File: config.mk
export PLATFORM = sky130hd
export DESIGN_NAME = regfile_writeback_arbiter
export DESIGN_NICKNAME = d
export VERILOG_FILES = /design/src/rtl/regfile_writeback_arbiter_pkg.sv /design/src/rtl/regfile_writeback_arbiter_fifo.sv /design/src/rtl/regfile_writeback_arbiter.sv
export SDC_FILE = /design/constraint.sdc
export NUM_CORES = 1
export LEC_CHECK = 0
export ABC_AREA = 1
export CAP_MARGIN = 20
export CORE_MARGIN = 5
export CORE_UTILIZATION = 33
export CTS_BUF_LIST = sky130_fd_sc_hd__clkbuf_16
export CTS_CLUSTER_DIAMETER = 200
export DETAILED_ROUTE_END_ITERATION = 8
export PLACE_DENSITY = 0.6
export RECOVER_POWER = 100
export SKIP_LAST_GASP = 1
export SYNTH_ARGS = -nofsm -noshare
export SYNTH_HDL_FRONTEND = slang
export SYNTH_HIERARCHICAL = 1
export SYNTH_SLANG_ARGS = --single-unit
File: constraint.sdc
create_clock -name CLK -period 4.35 [get_ports CLK]
set_clock_uncertainty 0.15 [all_clocks]
set_input_delay 0.435 -clock CLK [delete_from_list [all_inputs] [get_ports CLK]]
set_output_delay 0.435 -clock CLK [all_outputs]
set_load 0.1 [all_outputs]
File: src/rtl/regfile_writeback_arbiter_pkg.sv
// Shared types for the register-file writeback path: index/data types,
// the queued writeback entry, and the arbitration source encoding.
package regfile_pkg;

  typedef logic [4:0]  reg_index_t;
  typedef logic [31:0] reg_data_t;

  typedef struct packed {
    reg_index_t select;
    reg_data_t  data;
  } writeback_entry_t;

  localparam reg_index_t REG_ZERO = 5'd0;

  typedef enum logic {
    SRC_ALU = 1'b0,
    SRC_MEM = 1'b1
  } wb_source_e;

  function automatic wb_source_e other_source(input wb_source_e src);
    return (src == SRC_ALU) ? SRC_MEM : SRC_ALU;
  endfunction

endpackage

File: src/rtl/regfile_writeback_arbiter_fifo.sv
// In-order writeback queue with wrap-bit pointers; also exposes which slots
// hold live entries and their destination registers for hazard tracking.
module writeback_fifo
  import regfile_pkg::*;
#(
  parameter int unsigned DEPTH = 4
) (
  input  logic                         CLK,
  input  logic                         RESET_N,
  input  logic                         push,
  input  writeback_entry_t             push_entry,
  input  logic                         pop,
  output logic                         full,
  output logic                         empty,
  output writeback_entry_t             head,
  output logic       [DEPTH-1:0]       entry_valid,
  output reg_index_t [DEPTH-1:0]       entry_select
);

  localparam int unsigned AW = $clog2(DEPTH);
  localparam int unsigned PW = AW + 1;

  writeback_entry_t storage [DEPTH];
  logic [PW-1:0]    wr_ptr;
  logic [PW-1:0]    rd_ptr;
  logic [PW-1:0]    count;
  logic [AW-1:0]    slot_offset;
  logic             do_push;
  logic             do_pop;

  assign full    = (wr_ptr[AW] != rd_ptr[AW]) && (wr_ptr[AW-1:0] == rd_ptr[AW-1:0]);
  assign empty   = (wr_ptr == rd_ptr);
  assign do_push = push && !full;
  assign do_pop  = pop && !empty;
  assign count   = wr_ptr - rd_ptr;
  assign head    = storage[rd_ptr[AW-1:0]];

  always_ff @(posedge CLK or negedge RESET_N) begin
    if (!RESET_N) begin
      wr_ptr <= '0;
      rd_ptr <= '0;
    end else begin
      if (do_push) wr_ptr <= wr_ptr + 1'b1;
      if (do_pop)  rd_ptr <= rd_ptr + 1'b1;
    end
  end

  // Payload storage needs no reset: pointers alone decide what is live.
  always_ff @(posedge CLK) begin
    if (do_push) storage[wr_ptr[AW-1:0]] <= push_entry;
  end

  // A slot is live when its distance from the read pointer is below the count.
  always_comb begin
    entry_valid  = '0;
    entry_select = '0;
    slot_offset  = '0;
    for (int unsigned i = 0; i < DEPTH; i++) begin
      slot_offset     = AW'(i) - rd_ptr[AW-1:0];
      entry_valid[i]  = PW'(slot_offset) < count;
      entry_select[i] = storage[i].select;
    end
  end

endmodule

File: src/rtl/regfile_writeback_arbiter.sv
// Register-file write port front end: two queued producers (ALU, load unit),
// round-robin serialization onto one write port, and a pending-write mask.
module regfile_writeback_arbiter
  import regfile_pkg::*;
#(
  parameter int unsigned fifo_depth    = 4,
  parameter int unsigned num_registers = 32
) (
  input  logic                     CLK,
  input  logic                     RESET_N,
  input  logic                     in_alu_valid,
  output logic                     out_alu_ready,
  input  logic [4:0]               in_alu_register_select,
  input  logic [31:0]              in_alu_data,
  input  logic                     in_mem_valid,
  output logic                     out_mem_ready,
  input  logic [4:0]               in_mem_register_select,
  input  logic [31:0]              in_mem_data,
  output logic                     out_write_enable,
  output logic [4:0]               out_write_register_select,
  output logic [31:0]              out_write_data,
  output logic [num_registers-1:0] out_pending
);

  logic                        alu_full, alu_empty, mem_full, mem_empty;
  logic                        alu_push, mem_push;
  logic                        grant_alu, grant_mem, pop_valid;
  writeback_entry_t            alu_entry, mem_entry;
  writeback_entry_t            alu_head, mem_head, pop_entry;
  logic       [fifo_depth-1:0] alu_valid_mask, mem_valid_mask;
  reg_index_t [fifo_depth-1:0] alu_selects, mem_selects;
  wb_source_e                  prio, prio_next;

  assign out_alu_ready = !alu_full;
  assign out_mem_ready = !mem_full;

  // x0 writes complete the handshake but are dropped before queueing.
  assign alu_push = in_alu_valid && out_alu_ready && (in_alu_register_select != REG_ZERO);
  assign mem_push = in_mem_valid && out_mem_ready && (in_mem_register_select != REG_ZERO);

  assign alu_entry = '{select: in_alu_register_select, data: in_alu_data};
  assign mem_entry = '{select: in_mem_register_select, data: in_mem_data};

  writeback_fifo #(.DEPTH(fifo_depth)) u_alu_fifo (
    .CLK          (CLK),
    .RESET_N      (RESET_N),
    .push         (alu_push),
    .push_entry   (alu_entry),
    .pop          (grant_alu),
    .full         (alu_full),
    .empty        (alu_empty),
    .head         (alu_head),
    .entry_valid  (alu_valid_mask),
    .entry_select (alu_selects)
  );

  writeback_fifo #(.DEPTH(fifo_depth)) u_mem_fifo (
    .CLK          (CLK),
    .RESET_N      (RESET_N),
    .push         (mem_push),
    .push_entry   (mem_entry),
    .pop          (grant_mem),
    .full         (mem_full),
    .empty        (mem_empty),
    .head         (mem_head),
    .entry_valid  (mem_valid_mask),
    .entry_select (mem_selects)
  );

  always_ff @(posedge CLK or negedge RESET_N) begin
    if (!RESET_N) prio <= SRC_ALU;
    else          prio <= prio_next;
  end

  // Priority only moves when both sources compete for the port.
  always_comb begin
    grant_alu = 1'b0;
    grant_mem = 1'b0;
    prio_next = prio;
    if (!alu_empty && !mem_empty) begin
      if (prio == SRC_ALU) grant_alu = 1'b1;
      else                 grant_mem = 1'b1;
      prio_next = other_source(prio);
    end else if (!alu_empty) begin
      grant_alu = 1'b1;
    end else if (!mem_empty) begin
      grant_mem = 1'b1;
    end
  end

  assign pop_valid = grant_alu || grant_mem;
  assign pop_entry = grant_mem ? mem_head : alu_head;

  always_ff @(posedge CLK or negedge RESET_N) begin
    if (!RESET_N) begin
      out_write_enable          <= 1'b0;
      out_write_register_select <= REG_ZERO;
      out_write_data            <= '0;
    end else begin
      out_write_enable <= pop_valid;
      if (pop_valid) begin
        out_write_register_select <= pop_entry.select;
        out_write_data            <= pop_entry.data;
      end
    end
  end

  always_comb begin
    out_pending = '0;
    for (int unsigned i = 0; i < fifo_depth; i++) begin
      if (alu_valid_mask[i]) out_pending[alu_selects[i]] = 1'b1;
      if (mem_valid_mask[i]) out_pending[mem_selects[i]] = 1'b1;
    end
    if (out_write_enable) out_pending[out_write_register_select] = 1'b1;
    out_pending[0] = 1'b0;
  end

endmodule
Word-level counts from Yosys, hierarchy flattened --
Memory sizes are Yosys's and may differ from the RTL's. Cells that the tools add are included.
Operators by class: add/sub/neg operators 14, multipliers 0, divide/modulo/power cells 0, magnitude comparators 26, equal/unequal tests 6, shifts and indexed selects 0, multiplexer cells 39, bitwise operators 8, reduce and logical (&&, ||, !) cells 27
Operators by type and width (count):
- $mux W32 | 9
- $or A32 B32 Y32 | 8
- $lt A5 B6 Y1 const B | 9
- $demux W1 S5 | 9
- $ge A5 B1 Y1 const B | 9
- $mux W37 | 1
- $lt A2 B3 Y1 | 8
- $logic_and A1 B1 Y1 | 20
- $mux W1 | 20
- $add A3 B1 Y3 const B | 4
- $reduce_bool A5 Y1 | 2
- $sub A1 B2 Y2 const A | 4
- $sub A2 B2 Y2 const A | 4
- $eq A3 B3 Y1 | 2
- $sub A3 B3 Y3 | 2
- $eq A2 B2 Y1 | 2
- $logic_not A1 Y1 | 4
- $ne A1 B1 Y1 | 2
- $logic_or A1 B1 Y1 | 1
Word-level totals: bits in registers 51, bits in latches 0, memory bits (writable) 296, ROM bits 0, bits of input ports 78, output and inout port bits 72, word-level logic and storage cells 130, memories kept 2
Memories:
- u_alu_fifo.storage | words 4, width 37, read ports 5, clocked after memory_dff 0, wr ports 1, line regfile_writeback_arbiter_fifo.sv:23 | writeback_entry_t storage [DEPTH];
- u_mem_fifo.storage | words 4, width 37, read ports 5, clocked after memory_dff 0, wr ports 1, line regfile_writeback_arbiter_fifo.sv:23

Logic depth before layout (Yosys ltp) --
Gate-level depths: netlist of the first run. An unclocked memory read counts as a cell.
word-level depth 22, depth in mapped cells 15, depth with buffers taken out 15

Cells and area by module --
The synthesis of the first run kept the hierarchy.
Modules (own cells, without submodules):
- writeback_fifo | instances 2, cells each 460, area an instance 6249.7 µm², sequential area each 4594.4 µm²
- regfile_writeback_arbiter | instances 1, cells each 907, area an instance 4473.0 µm², sequential area each 975.9 µm²

Worst setup path before layout of the first run --
OpenSTA, ideal clock, no wires.
path kind register -> register, start reg u_alu_fifo.rd_ptr[1], end mem u_alu_fifo/storage[0][0] (netlist name), enable pin, setup time 0.431 ns, data arrival time 3.842 ns, required time 3.769 ns, setup slack -0.073 ns, cell stages (with the launch flop) 14, buffers on the path 2, cells stage by stage dfrtp_1 -> inv_2 -> buf_4 -> buf_2 -> ha_1 -> nand2_1 -> inv_1 -> nand3_2 -> inv_1 -> inv_1 -> nand3_1 -> inv_1 -> nand2_1 -> nor2_1
Between the ends: cells in the longest elaborated chain, start to end 8
Ends and longest elaborated chain:
- start, declared | line regfile_writeback_arbiter_fifo.sv:25 | logic [PW-1:0] rd_ptr;
- start signal, assigned | line regfile_writeback_arbiter_fifo.sv:44 | if (do_pop) rd_ptr <= rd_ptr + 1'b1;
- $eq A2 B2 Y1 | line regfile_writeback_arbiter_fifo.sv:31 | assign full = (wr_ptr[AW] != rd_ptr[AW]) && (wr_ptr[AW-1:0] == rd_ptr[AW-1:0]);
- $logic_and A1 B1 Y1 | line regfile_writeback_arbiter_fifo.sv:31
- named net alu_full | line regfile_writeback_arbiter.sv:25 | logic alu_full, alu_empty, mem_full, mem_empty;
- $logic_not A1 Y1 | line regfile_writeback_arbiter.sv:34 | assign out_alu_ready = !alu_full;
- named net out_alu_ready | line regfile_writeback_arbiter.sv:12 | output logic out_alu_ready,
- $logic_and A1 B1 Y1 (2 in a row) | line regfile_writeback_arbiter.sv:38 | assign alu_push = in_alu_valid && out_alu_ready && (in_alu_register_select != REG_ZERO);
- named net alu_push | line regfile_writeback_arbiter.sv:26 | logic alu_push, mem_push;
- $logic_and A1 B1 Y1 | line regfile_writeback_arbiter_fifo.sv:33 | assign do_push = push && !full;
- $mux W1 | line regfile_writeback_arbiter_fifo.sv:50 | if (do_push) storage[wr_ptr[AW-1:0]] <= push_entry;
- $mux W1 (not written as such) | line regfile_writeback_arbiter_fifo.sv:50
- end, declared | line regfile_writeback_arbiter_fifo.sv:23
The timed path passes the listed nets, and every way through them passes these cells.

Worst setup path in the final report of the first run --
start reg u_mem_fifo.wr_ptr[0], end out out_pending[27]
RTL lines:
- start, declared | line regfile_writeback_arbiter_fifo.sv:24 | logic [PW-1:0] wr_ptr;
- start signal, assigned | line regfile_writeback_arbiter_fifo.sv:43 | if (do_push) wr_ptr <= wr_ptr + 1'b1;
- $sub A3 B3 Y3 (*) | line regfile_writeback_arbiter_fifo.sv:35 | assign count = wr_ptr - rd_ptr;
- $lt A2 B3 Y1 (*) | line regfile_writeback_arbiter_fifo.sv:60 | entry_valid[i] = PW'(slot_offset) < count;
- named net mem_valid_mask[3] | line regfile_writeback_arbiter.sv:30 | logic [fifo_depth-1:0] alu_valid_mask, mem_valid_mask;
- $mux W32 (*) | line regfile_writeback_arbiter.sv:112 | if (mem_valid_mask[i]) out_pending[mem_selects[i]] = 1'b1;
- $or A32 B32 Y32 (no source line)
- $mux W32 (*) | line regfile_writeback_arbiter.sv:114 | if (out_write_enable) out_pending[out_write_register_select] = 1'b1;
- end, declared | line regfile_writeback_arbiter.sv:22 | output logic [num_registers-1:0] out_pending
Mark *: on every way through the listed nets, which the timed path passes. The rest lies on a longest branch.

==> Implementation_results.wiki, run 1 <==
{| class="wikitable"
! Metric !! Value
|-
| CTS Root Cell || sky130_fd_sc_hd__clkbuf_16
|-
| Hold violation total from the final report || 0
|-
| Row count || 83
|-
| Routed wire length || 53000 um
|-
| Synthesized Nets || 1935
|-
| Clock insertion delay at the later pin of the skew report || 0.52 ns
|-
| Post-route setup slack || 0.205 ns
|-
| Boundary Pins || 150
|-
| Min-Delay Path Depth || 1
|-
| H-tree depth || 2
|-
| Post-synthesis sequential area ratio || 59.9%
|-
| Unrepaired setup endpoints after global routing || false
|-
| Largest net degree at the start of global routing || 78
|-
| Number of vias per cell || 4.94
|-
| Fraction of final layout cells sized beyond drive strength 1 || 8.55%
|-
| Netlist cell types || 28
|-
| Clock slew seen by the registers of the worst setup and hold paths || 0.06 ns
|-
| Routed wirelength normalized by instance count || 19.8 um
|-
| Antenna violations before repair || 10
|-
| Area of the mapped netlist || 17000 um^2
|-
| TritonCTS clock tree || built
|-
| Gr usage total || 18.2%
|-
| Count of non-filler cells in the finished layout || 2673
|-
| Main synth FF type || sky130_fd_sc_hd__edfxtp_1
|-
| #FFs+latches synth || 347
|-
| Vertical extent of the die || 237 um
|-
| Most repeated cell in the gate-level netlist after synthesis || sky130_fd_sc_hd__nand2_1
|-
| Width of the die || 237 um
|-
| Dominant cell type by area after synthesis || sky130_fd_sc_hd__edfxtp_1
|-
| Crit path capture type || output pin
|-
| Violations in the final reports || capacitance limit, slew limit
|-
| Worst Max-Slew Pin Slew || 3.07 ns
|-
| Place WS || 0.432 ns
|-
| Share of the clock period used by the worst path || 95.3%
|-
| Last weighted congestion value of the routability-driven placer || 0.892
|-
| Count of buffers inserted at the top-level ports || 148
|-
| Final ANT Viol Nets || 0
|-
| Startpoint-to-endpoint class of the critical path || flop to output pin
|-
| Total iterations of the first detailed-routing run || 5
|-
| Number of cells on the worst reg-to-reg path || 12
|-
| Largest cells by area after synthesis || sky130_fd_sc_hd__edfxtp_1, sky130_fd_sc_hd__nand2_1, sky130_fd_sc_hd__dfrtp_1, sky130_fd_sc_hd__nor2_1, sky130_fd_sc_hd__o21ai_0
|-
| Post-synthesis async set-or-reset flop share || 14.7%
|-
| Num Clock Sinks || 347
|-
| Maximum buffer depth of the clock tree || 3
|-
| Status || finished with violations
|-
| Critical Path Start Type || flop
|-
| Number of instances in the placed design || 2596
|-
| Initial standard-cell utilization of the core || 33.2%
|-
| Half-perimeter wire length after placement || 37000 um
|-
| Grt ovf || 0
|-
| Via Count || 13200
|-
| Number of DRC markers after the initial detailed-route iteration || 995
|-
| Post-synth EDFFs || 296
|-
| Vias in the first global route || 12900
|-
| Die Outline Area || 56100 um^2
|-
| Worst hold path type || flop to flop
|-
| Placeable core region || 51100 um^2
|-
| Worst slew margin relative to its limit || -105%
|-
| Post-Syn Area per Cell || 9.29 um^2
|-
| YS warnings || 6
|-
| Required time of the critical path || 3.76 ns
|-
| CP Max Fanout || 8
|-
| Final-stage net count || 2070
|-
| Clock period minus final worst setup slack || 4.15 ns
|-
| Number of cells produced by synthesis || 1827
|-
| List of most frequent post-synthesis cells || sky130_fd_sc_hd__nand2_1, sky130_fd_sc_hd__nor2_1, sky130_fd_sc_hd__edfxtp_1
|-
| Area overhead of the layout relative to synthesis || 20.6%
|-
| Maximum clock frequency || 241 MHz
|-
| Share of the synthesized area in the top cell type || 52.4%
|-
| Data arrival at the endpoint of the critical path || 3.56 ns
|-
| Number of buffers added by the clock tree synthesis step || 35
|-
| Wire length of the first global-routing pass || 79300 um
|-
| Total of endpoints with negative setup slack in the final report || 0
|-
| Final max-slew violation count || 52
|-
| DRC || 0
|-
| # Max-Cap Violations || 1
|}
logic make-up after synthesis:
family / synth area share [%]
simple gates: 24.0
compound gates: 7.61
xor+xnor: 0.258
flops: 59.9
buf+inv: 5.89
other cells: 0.0221
fa+ha+maj: 2.30
cell usage in the layout (no fill, tap or decap), types with 6 or more instances in the layout:
master,synthesis,layout
sky130_fd_sc_hd__nand2_1,599,598
sky130_fd_sc_hd__edfxtp_1,296,296
sky130_fd_sc_hd__nor2_1,300,287
sky130_fd_sc_hd__o21ai_0,132,133
sky130_fd_sc_hd__dlygate4sd3_1,0,113
sky130_fd_sc_hd__nand3_1,83,85
sky130_fd_sc_hd__inv_1,77,80
sky130_fd_sc_hd__o22ai_1,74,74
sky130_fd_sc_hd__dfrtp_1,51,49
sky130_fd_sc_hd__clkbuf_16,0,36
sky130_fd_sc_hd__buf_4,45,34
sky130_fd_sc_hd__nor3_1,28,28
sky130_fd_sc_hd__ha_1,28,28
sky130_fd_sc_hd__buf_6,15,24
sky130_fd_sc_hd__o21ai_1,17,16
sky130_fd_sc_hd__buf_12,0,15
sky130_fd_sc_hd__nor2_2,6,13
sky130_fd_sc_hd__o211ai_1,11,11
sky130_fd_sc_hd__nor2_4,0,6
sky130_fd_sc_hd__nor3_4,0,6
sky130_fd_sc_hd__clkinv_1,1,6
per-layer routing:
layer | share of wire (%) | global-route usage, %
met4 | 3.7 | 6.24
met2 | 49 | 31.5
met1 | 41 | 22.7
met5 | 0.025 | 0
met3 | 6.4 | 3.66
what timing repair did:
action / in CTS / in global routing
endpoints found under the setup margin: 26 / 31
hold endpoints to repair: 51 / 0
pin swaps: 1 / 5
buffers inserted: 1 / 7
hold buffers: 1 / 0
gates cloned: 0 / 0
gates resized for setup: 6 / 23
area by class of cell:
class	count	area, um^2
clock buffer	36	901
timing repair buffer	198	2040
inverter	82	313
antenna	4	10.0
multi-input combinational	1298	5900
tap	680	851
fill	5040	30600
clock inverter	28	285
sequential	347	10200
per-stage QoR:
step	util [%]	TNS [ns]	area (um^2)	hold WS (ns)
CTS	40.4	0	20600	0.324
detailed placement	38.0	0	19400	0.311
global route	40.0	0	20500	0.344
floorplan	-	-21.71	17000	-0.0106
global placement	38.0	0	19400	0.307
finish	40.1	0	20500	0.323
flip-flops by register name (all words and copies together), names as in the netlist:
signal                     flops
u_alu_fifo/storage           148
u_mem_fifo/storage           148
out_write_data                32
out_write_register_select      5
u_alu_fifo/rd_ptr              3
u_alu_fifo/wr_ptr              3
u_mem_fifo/rd_ptr              3
u_mem_fifo/wr_ptr              3
out_write_enable               1
prio                           1
final timing paths:
kind | start | endpoint | slack [ns]
setup reg to reg | u_mem_fifo/rd_ptr[0]$_DFFE_PN0P_ | u_mem_fifo/storage[2][26]$_DFFE_PP_ | 0.45
hold / removal | prio$_DFFE_PN0P_ | prio$_DFFE_PN0P_ | 0.32
min in group asynchronous | RESET_N | out_write_data[0]$_DFFE_PN0P_ | 1.40
hold reg to reg | prio$_DFFE_PN0P_ | prio$_DFFE_PN0P_ | 0.32
setup / recovery | u_mem_fifo/wr_ptr[0]$_DFFE_PN0P_ | out_pending[27] | 0.20
max in group asynchronous | RESET_N | u_mem_fifo/rd_ptr[0]$_DFFE_PN0P_ | 0.65
worst max-delay path: stages, from the launching register on:
cell	delay, ns
sky130_fd_sc_hd__dfrtp_1	0.43
sky130_fd_sc_hd__inv_2	0.13
sky130_fd_sc_hd__ha_1	0.15
sky130_fd_sc_hd__inv_1	0.05
sky130_fd_sc_hd__fa_1	0.49
sky130_fd_sc_hd__inv_2	0.06
sky130_fd_sc_hd__ha_1	0.27
sky130_fd_sc_hd__inv_1	0.04
sky130_fd_sc_hd__nor2_1	0.08
sky130_fd_sc_hd__o211ai_1	0.10
sky130_fd_sc_hd__buf_4	0.16
sky130_fd_sc_hd__nand2_1	0.10
sky130_fd_sc_hd__nor2_1	0.06
sky130_fd_sc_hd__buf_4	0.17
sky130_fd_sc_hd__nand2_1	0.07
sky130_fd_sc_hd__nand3_1	0.11
sky130_fd_sc_hd__nor2_1	0.18
sky130_fd_sc_hd__nand2_1	0.17
sky130_fd_sc_hd__buf_12	0.21
Power of run 1 is not shown: default switching activity piles up to over one toggle a cycle in this logic, so the estimate is an artifact.
==> run 2, diff against run 1 <==
- CORE_ASPECT_RATIO: unset -> 0.75
- SLEW_MARGIN: unset -> 20
==> run 2 against run 1 <==
Effect of this change:
- design area shrank 0.76%
- utilization shrank 0.43 points
- routed wire length grew 0.64%
- register-to-register slack lost 0.05 ns
- first-iteration DRC count grew 12%
- the flow still finishes with violations (capacitance limit, slew limit)
- setup slack lost 0.055 ns
==> Implementation_results.wiki, run 2 (same netlist as run 1, synthesis figures left out) <==
{| class="wikitable"
! Metric !! Value
|-
| Final-stage net count || 2063 (-0.34%)
|-
| Commonest cells after routing, fill and taps aside || sky130_fd_sc_hd__nand2_1, sky130_fd_sc_hd__edfxtp_1, sky130_fd_sc_hd__nor2_1, sky130_fd_sc_hd__o21ai_0, sky130_fd_sc_hd__dlygate4sd3_1
|-
| Vias in the first global route || 12700 (-2.0%)
|-
| Via Count || 13400 (+1.3%)
|-
| CTS Root Cell || sky130_fd_sc_hd__clkbuf_16
|-
| Worst slew margin relative to its limit || -31.2% (+74 points)
|-
| Grt ovf || 0 (unchanged)
|-
| Routed wirelength normalized by instance count || 20.1 um (+1.4%)
|-
| Width of the die || 272 um (+15%)
|-
| Clock insertion delay at the later pin of the skew report || 0.53 ns (about the same)
|-
| Largest net degree at the start of global routing || 76 (-2.6%)
|-
| Count of buffers inserted at the top-level ports || 148 (unchanged)
|-
| Antenna violations before repair || 8 (-2)
|-
| Wire length of the first global-routing pass || 79200 um (-0.17%)
|-
| Maximum clock frequency || 238 MHz (-1.3%)
|-
| Unrepaired setup endpoints after global routing || false
|-
| DRC || 0 (unchanged)
|-
| Total iterations of the first detailed-routing run || 5 (unchanged)
|-
| Fraction of final layout cells sized beyond drive strength 1 || 8.11% (-0.43 points)
|-
| Critical Path Start Type || flop
|-
| Hold violation total from the final report || 0 (unchanged)
|-
| Multi-input logic area || 5990 um^2 (+1.4%)
|-
| Number of buffers added by the clock tree synthesis step || 38 (+8.6%)
|-
| Count of non-filler cells in the finished layout || 2653 (-0.75%)
|-
| Most frequent cell on the critical path || sky130_fd_sc_hd__inv_1
|-
| Number of DRC markers after the initial detailed-route iteration || 1116 (+12%)
|-
| CP Max Fanout || 8 (unchanged)
|-
| Kind of cell adding the most delay to the critical path || adder cells
|-
| Last weighted congestion value of the routability-driven placer || 0.940 (+5.5%)
|-
| Maximum buffer depth of the clock tree || 3 (unchanged)
|-
| Die Outline Area || 56100 um^2 (about the same)
|-
| Total of endpoints with negative setup slack in the final report || 0 (unchanged)
|-
| Most common library cell in the layout ignoring fill and taps || sky130_fd_sc_hd__nand2_1
|-
| Worst hold path type || flop to flop
|-
| Slowest cell on the critical path || sky130_fd_sc_hd__fa_1
|-
| Share of the clock period used by the worst path || 96.5% (+1.3 points)
|-
| Status || finished with violations
|-
| Final max-slew violation count || 46 (-12%)
|-
| Routed wire length || 53400 um (+0.64%)
|-
| Required time of the critical path || 3.76 ns (about the same)
|-
| Buffering stage count on the worst path with inverters included || 7 (unchanged)
|-
| Final ANT Viol Nets || 0 (unchanged)
|-
| Number of vias per cell || 5.04 (+2.0%)
|-
| Crit path capture type || output pin
|-
| TritonCTS clock tree || built
|-
| Placeable core region || 51300 um^2 (+0.32%)
|-
| Worst Max-Slew Pin Slew || 1.97 ns (-1.11 ns)
|-
| Violations in the final reports || capacitance limit, slew limit
|-
| # Max-Cap Violations || 3 (+2)
|-
| Total area of sequential cells || 10200 um^2 (about the same)
|-
| Gr usage total || 18.4% (+0.27 points)
|-
| Boundary Pins || 150 (unchanged)
|-
| Num Clock Sinks || 347 (unchanged)
|-
| Number of instances in the placed design || 2569 (-1.0%)
|-
| Data arrival at the endpoint of the critical path || 3.61 ns (+0.05 ns)
|-
| Post-route setup slack || 0.150 ns (-0.0545 ns)
|-
| Clock period minus final worst setup slack || 4.20 ns (+0.0545 ns)
|-
| Vertical extent of the die || 206 um (-13%)
|-
| Area overhead of the layout relative to synthesis || 19.6%
|-
| Half-perimeter wire length after placement || 37800 um (+2.3%)
|-
| Longest individual stage delay on the worst path || 0.48 ns (about the same)
|-
| Place WS || 0.347 ns (-0.0855 ns)
|-
| Filler cells || 5075 (+0.69%)
|-
| Row count || 72 (-13%)
|-
| H-tree depth || 2 (unchanged)
|-
| Initial standard-cell utilization of the core || 33.1% (-0.11 points)
|-
| Cell chain of the critical path || inv_1 -> ha_1 -> inv_1 -> fa_1 -> inv_1 -> ha_1 -> inv_1 -> nor2_1 -> o211ai_1 -> buf_4 -> inv_1 -> nor2_4 -> nand2_1 -> nand2_1 -> nor2_1 -> nand2_1 -> buf_8
|-
| Clock slew seen by the registers of the worst setup and hold paths || 0.05 ns (about the same)
|-
| Final TNS setup || 0 ns (unchanged)
|-
| Startpoint-to-endpoint class of the critical path || flop to output pin
|}
[run 2: cell count changes in the layout (fill, tap and decap cells not counted), moves of 3 or more]
cell	change
sky130_fd_sc_hd__clkbuf_2	+3
sky130_fd_sc_hd__buf_12	-7
sky130_fd_sc_hd__inv_1	+11
sky130_fd_sc_hd__clkbuf_1	+4
sky130_fd_sc_hd__clkinv_2	-3
sky130_fd_sc_hd__nor2_1	-13
sky130_fd_sc_hd__clkinvlp_4	-4
sky130_fd_sc_hd__clkinv_1	+3
sky130_fd_sc_hd__bufinv_16	-5
sky130_fd_sc_hd__buf_4	-10
sky130_fd_sc_hd__nor2_4	+11
sky130_fd_sc_hd__buf_8	+4
[run 2: worst paths after layout]
path | start | end | slack, ns | cells past startpoint
max | u_alu_fifo/wr_ptr[0]$_DFFE_PN0P_ | out_pending[19] | 0.15 | 17
min | prio$_DFFE_PN0P_ | prio$_DFFE_PN0P_ | 0.32 | 1
max reg2reg | u_mem_fifo/rd_ptr[1]$_DFFE_PN0P_ | u_mem_fifo/storage[3][4]$_DFFE_PP_ | 0.40 | 13
min reg2reg | prio$_DFFE_PN0P_ | prio$_DFFE_PN0P_ | 0.32 | 1
max in group asynchronous | RESET_N | u_mem_fifo/wr_ptr[0]$_DFFE_PN0P_ | 1.18 | 3
min in group asynchronous | RESET_N | out_write_data[6]$_DFFE_PN0P_ | 0.85 | 2
[run 2: layout make-up]
cell class	count	share of cell area, %
diodes	3	0.0370
clock buffers	38	4.68
clock inverters	31	0.844
inverters	82	1.54
multi-input cells	1298	29.5
flip-flops and latches	347	50.1
well taps	666	4.10
repair buffers	188	9.24
[run 2: metrics by stage]
step           util (%)  area (um^2)  hold slack (ns)
5_1_grt            39.6        20300            0.325
2_1_floorplan         -        17000          -0.0106
3_3_place_gp       37.5        19200            0.306
6_report           39.6        20300            0.317
4_1_cts            39.9        20500            0.318
3_5_place_dp       37.5        19200            0.308
[run 2: worst register-to-register path: cells and delay by family, from the launching register on]
kind	cells	cell delay, ns
DFF	1	0.37
and+or+nand+nor	5	1.68
adders and majority gates	1	0.33
buffers and inverters	7	1.11
[run 2: per-layer routing]
layer,up-vias,global-route usage [%],wire length (um)
li1,6370,-,-
met1,6434,26.4,23900
met2,475,29.0,23800
met3,76,4.21,4620
met4,6,3.71,1020
met5,-,0,27
[run 2: timing repair]
item                                    4_1_cts  5_1_grt
hold endpoints to repair                     31        0
resized for setup                            16       27
endpoints found under the setup margin       31       31
pin swaps                                     1       10
hold buffers                                  1        0
buffers inserted                              2        9
Power of run 2 is left out for the same reason.
==> run 3, diff against run 2 <==
- CORE_UTILIZATION: 33 -> 50
- PLACE_DENSITY: 0.6 -> 0.8
==> run 3 against run 2 <==
Effect of this change:
- the run now ends clean
- via count grew 2.4%
- maximum frequency is essentially flat
- setup slack gained 0.00098 ns
- utilization grew 20 points
- routed wire length shrank 5.7%
- critical path type unchanged
- largest cell class unchanged
==> Implementation_results.wiki, run 3 (same netlist as run 1, synthesis figures left out) <==
{| class="wikitable"
! Metric !! Value
|-
| Final ANT Viol Nets || 0 (unchanged)
|-
| Routed wire length || 50300 um (-5.7%)
|-
| Antenna violations before repair || 4 (-4)
|-
| Met2 wire length || 23300 um (-2.3%)
|-
| Row count || 58 (-19%)
|-
| Num Clock Sinks || 347 (unchanged)
|-
| Clock period minus final worst setup slack || 4.20 ns (-0.000980 ns)
|-
| Data arrival at the endpoint of the critical path || 3.61 ns (about the same)
|-
| Cell chain of the critical path || inv_2 -> ha_1 -> inv_1 -> fa_1 -> inv_1 -> ha_1 -> inv_1 -> nor2_1 -> o211ai_1 -> buf_4 -> inv_1 -> nor3_4 -> buf_12 -> nand2_1 -> nand2_1 -> nor2_1 -> nand2_1 -> buf_6
|-
| Count of buffers inserted at the top-level ports || 148 (unchanged)
|-
| Hold violation total from the final report || 0 (unchanged)
|-
| Most common library cell in the layout ignoring fill and taps || sky130_fd_sc_hd__nand2_1
|-
| Slowest cell on the critical path || sky130_fd_sc_hd__fa_1
|-
| Placeable core region || 33500 um^2 (-35%)
|-
| Worst slew margin relative to its limit || 21.9% (+53 points)
|-
| Half-perimeter wire length after placement || 34400 um (-8.9%)
|-
| Most frequent cell on the critical path || sky130_fd_sc_hd__inv_1
|-
| Vias in the first global route || 13100 (+3.8%)
|-
| CTS Root Cell || sky130_fd_sc_hd__clkbuf_16
|-
| Unrepaired setup endpoints after global routing || false
|-
| Share of the clock period used by the worst path || 96.5% (about the same)
|-
| Maximum clock frequency || 238 MHz (about the same)
|-
| Metal1 wirelength || 20600 um (-14%)
|-
| Number of instances in the placed design || 2359 (-8.2%)
|-
| TritonCTS clock tree || built
|-
| H-tree depth || 2 (unchanged)
|-
| Total met3 wirelength after detailed routing || 5030 um (+9.0%)
|-
| Boundary Pins || 150 (unchanged)
|-
| Final-stage net count || 2057 (-0.29%)
|-
| Gr usage total || 25.7% (+7.2 points)
|-
| Count of non-filler cells in the finished layout || 2430 (-8.4%)
|-
| Top routing layer in use || met4
|-
| Clock insertion delay at the later pin of the skew report || 0.51 ns (-0.02 ns)
|-
| Vertical extent of the die || 170 um (-18%)
|-
| Number of vias per cell || 5.63 (+12%)
|-
| Total of endpoints with negative setup slack in the final report || 0 (unchanged)
|-
| Initial standard-cell utilization of the core || 50.6% (+18 points)
|-
| DRC || 0 (unchanged)
|-
| # Max-Cap Violations || 0 (-3)
|-
| Routed wirelength normalized by instance count || 20.7 um (+2.9%)
|-
| Final max-slew violation count || 0 (-100%)
|-
| Largest net degree at the start of global routing || 78 (+2.6%)
|-
| Filler cells || 2814 (-45%)
|-
| Clock slew seen by the registers of the worst setup and hold paths || 0.06 ns (about the same)
|-
| Crit path capture type || output pin
|-
| Grt ovf || 0 (unchanged)
|-
| Die Outline Area || 37800 um^2 (-33%)
|-
| Area overhead of the layout relative to synthesis || 17.0%
|-
| CP Max Fanout || 7 (-1)
|-
| Longest individual stage delay on the worst path || 0.48 ns (about the same)
|-
| Startpoint-to-endpoint class of the critical path || flop to output pin
|-
| Maximum buffer depth of the clock tree || 3 (unchanged)
|-
| Width of the die || 223 um (-18%)
|-
| Via Count || 13700 (+2.4%)
|-
| Last weighted congestion value of the routability-driven placer || 1.08 (+15%)
|-
| Number of DRC markers after the initial detailed-route iteration || 1439 (+29%)
|-
| Number of buffers added by the clock tree synthesis step || 34 (-11%)
|-
| Required time of the critical path || 3.76 ns (about the same)
|-
| Critical Path Start Type || flop
|-
| Wire length of the first global-routing pass || 75800 um (-4.3%)
|-
| Worst Max-Slew Pin Slew || 1.18 ns (-0.792 ns)
|-
| Status || completed
|-
| Worst hold path type || flop to flop
|-
| Fraction of final layout cells sized beyond drive strength 1 || 7.85% (-0.27 points)
|-
| Total iterations of the first detailed-routing run || 6 (+1)
|-
| Commonest cells after routing, fill and taps aside || sky130_fd_sc_hd__nand2_1, sky130_fd_sc_hd__edfxtp_1, sky130_fd_sc_hd__nor2_1, sky130_fd_sc_hd__o21ai_0, sky130_fd_sc_hd__dlygate4sd3_1
|}
[run 3: cell types whose count changed in the layout (fill, tap and decap cells not counted), sizes merged]
cell / change
buf: -1
dlygate4sd3: +1
diode: +2
bufinv: +1
clkbuf: -2
inv: -11
clkinv: +3
[run 3: what timing repair did]
item	in CTS	in global routing
pin swaps	0	5
hold buffers	1	0
setup buffers	0	3
gates resized for setup	4	21
endpoints found under the hold margin	51	0
setup endpoints to repair	15	31
[run 3: final cells by class]
| class | count | area (um^2) | area share, % |
|---|---|---|---|
| antenna | 5 | 12.5 | 0.0630 |
| clock buffer | 38 | 951 | 4.79 |
| clock inverter | 24 | 130 | 0.656 |
| inverter | 82 | 313 | 1.58 |
| multi-input combinational | 1298 | 5930 | 29.9 |
| sequential | 347 | 10200 | 51.2 |
| tap | 450 | 563 | 2.84 |
| timing repair buffer | 186 | 1780 | 8.98 |
[run 3: path summary, 6_finish.rpt]
| path | startpoint | to | slack (ns) | cells past startpoint |
|---|---|---|---|---|
| worst max-delay path | u_mem_fifo/wr_ptr[0]$_DFFE_PN0P_ | out_pending[8] | 0.15 | 18 |
| worst min-delay path | prio$_DFFE_PN0P_ | prio$_DFFE_PN0P_ | 0.34 | 1 |
| worst max register to register | u_mem_fifo/rd_ptr[0]$_DFFE_PN0P_ | out_write_data[29]$_DFFE_PN0P_ | 0.25 | 10 |
| worst min register to register | prio$_DFFE_PN0P_ | prio$_DFFE_PN0P_ | 0.34 | 1 |
| max in group asynchronous | RESET_N | u_alu_fifo/rd_ptr[0]$_DFFE_PN0P_ | 3.01 | 3 |
| min in group asynchronous | RESET_N | out_write_data[23]$_DFFE_PN0P_ | 0.45 | 3 |
[run 3: critical path, delay by kind of cell, from the launching register on]
kind / cells / cell delay [ns]
flip-flops: 1 / 0.43
AO/OA/AOI/OAI: 1 / 0.17
AND/OR/NAND/NOR: 6 / 0.60
adder cells (fa/ha/maj): 3 / 0.94
buffers and inverters: 8 / 0.95
[run 3: per-layer routing]
metal | vias up | global-route usage [%]
met3 | 96 | 6.81
met1 | 6545 | 34.3
met4 | 0 | 7.24
met5 | - | 0
li1 | 6355 | -
met2 | 682 | 42.1
[run 3: metrics by stage]
stage | area [um^2] | utilization [%] | setup TNS, ns | hold WS (ns) | worst slack [ns]
6_report | 19900 | 59.2 | 0 | 0.344 | 0.151
5_1_grt | 19800 | 59.2 | 0 | 0.365 | 0.00948
4_1_cts | 20100 | 59.9 | 0 | 0.339 | 0.00600
3_5_place_dp | 19000 | 56.6 | 0 | 0.328 | 0.283
3_3_place_gp | 19000 | 56.6 | 0 | 0.309 | 0.370
2_1_floorplan | 17000 | - | -21.71 | -0.0106 | -0.0733
Power of run 3 is left out for the same reason.
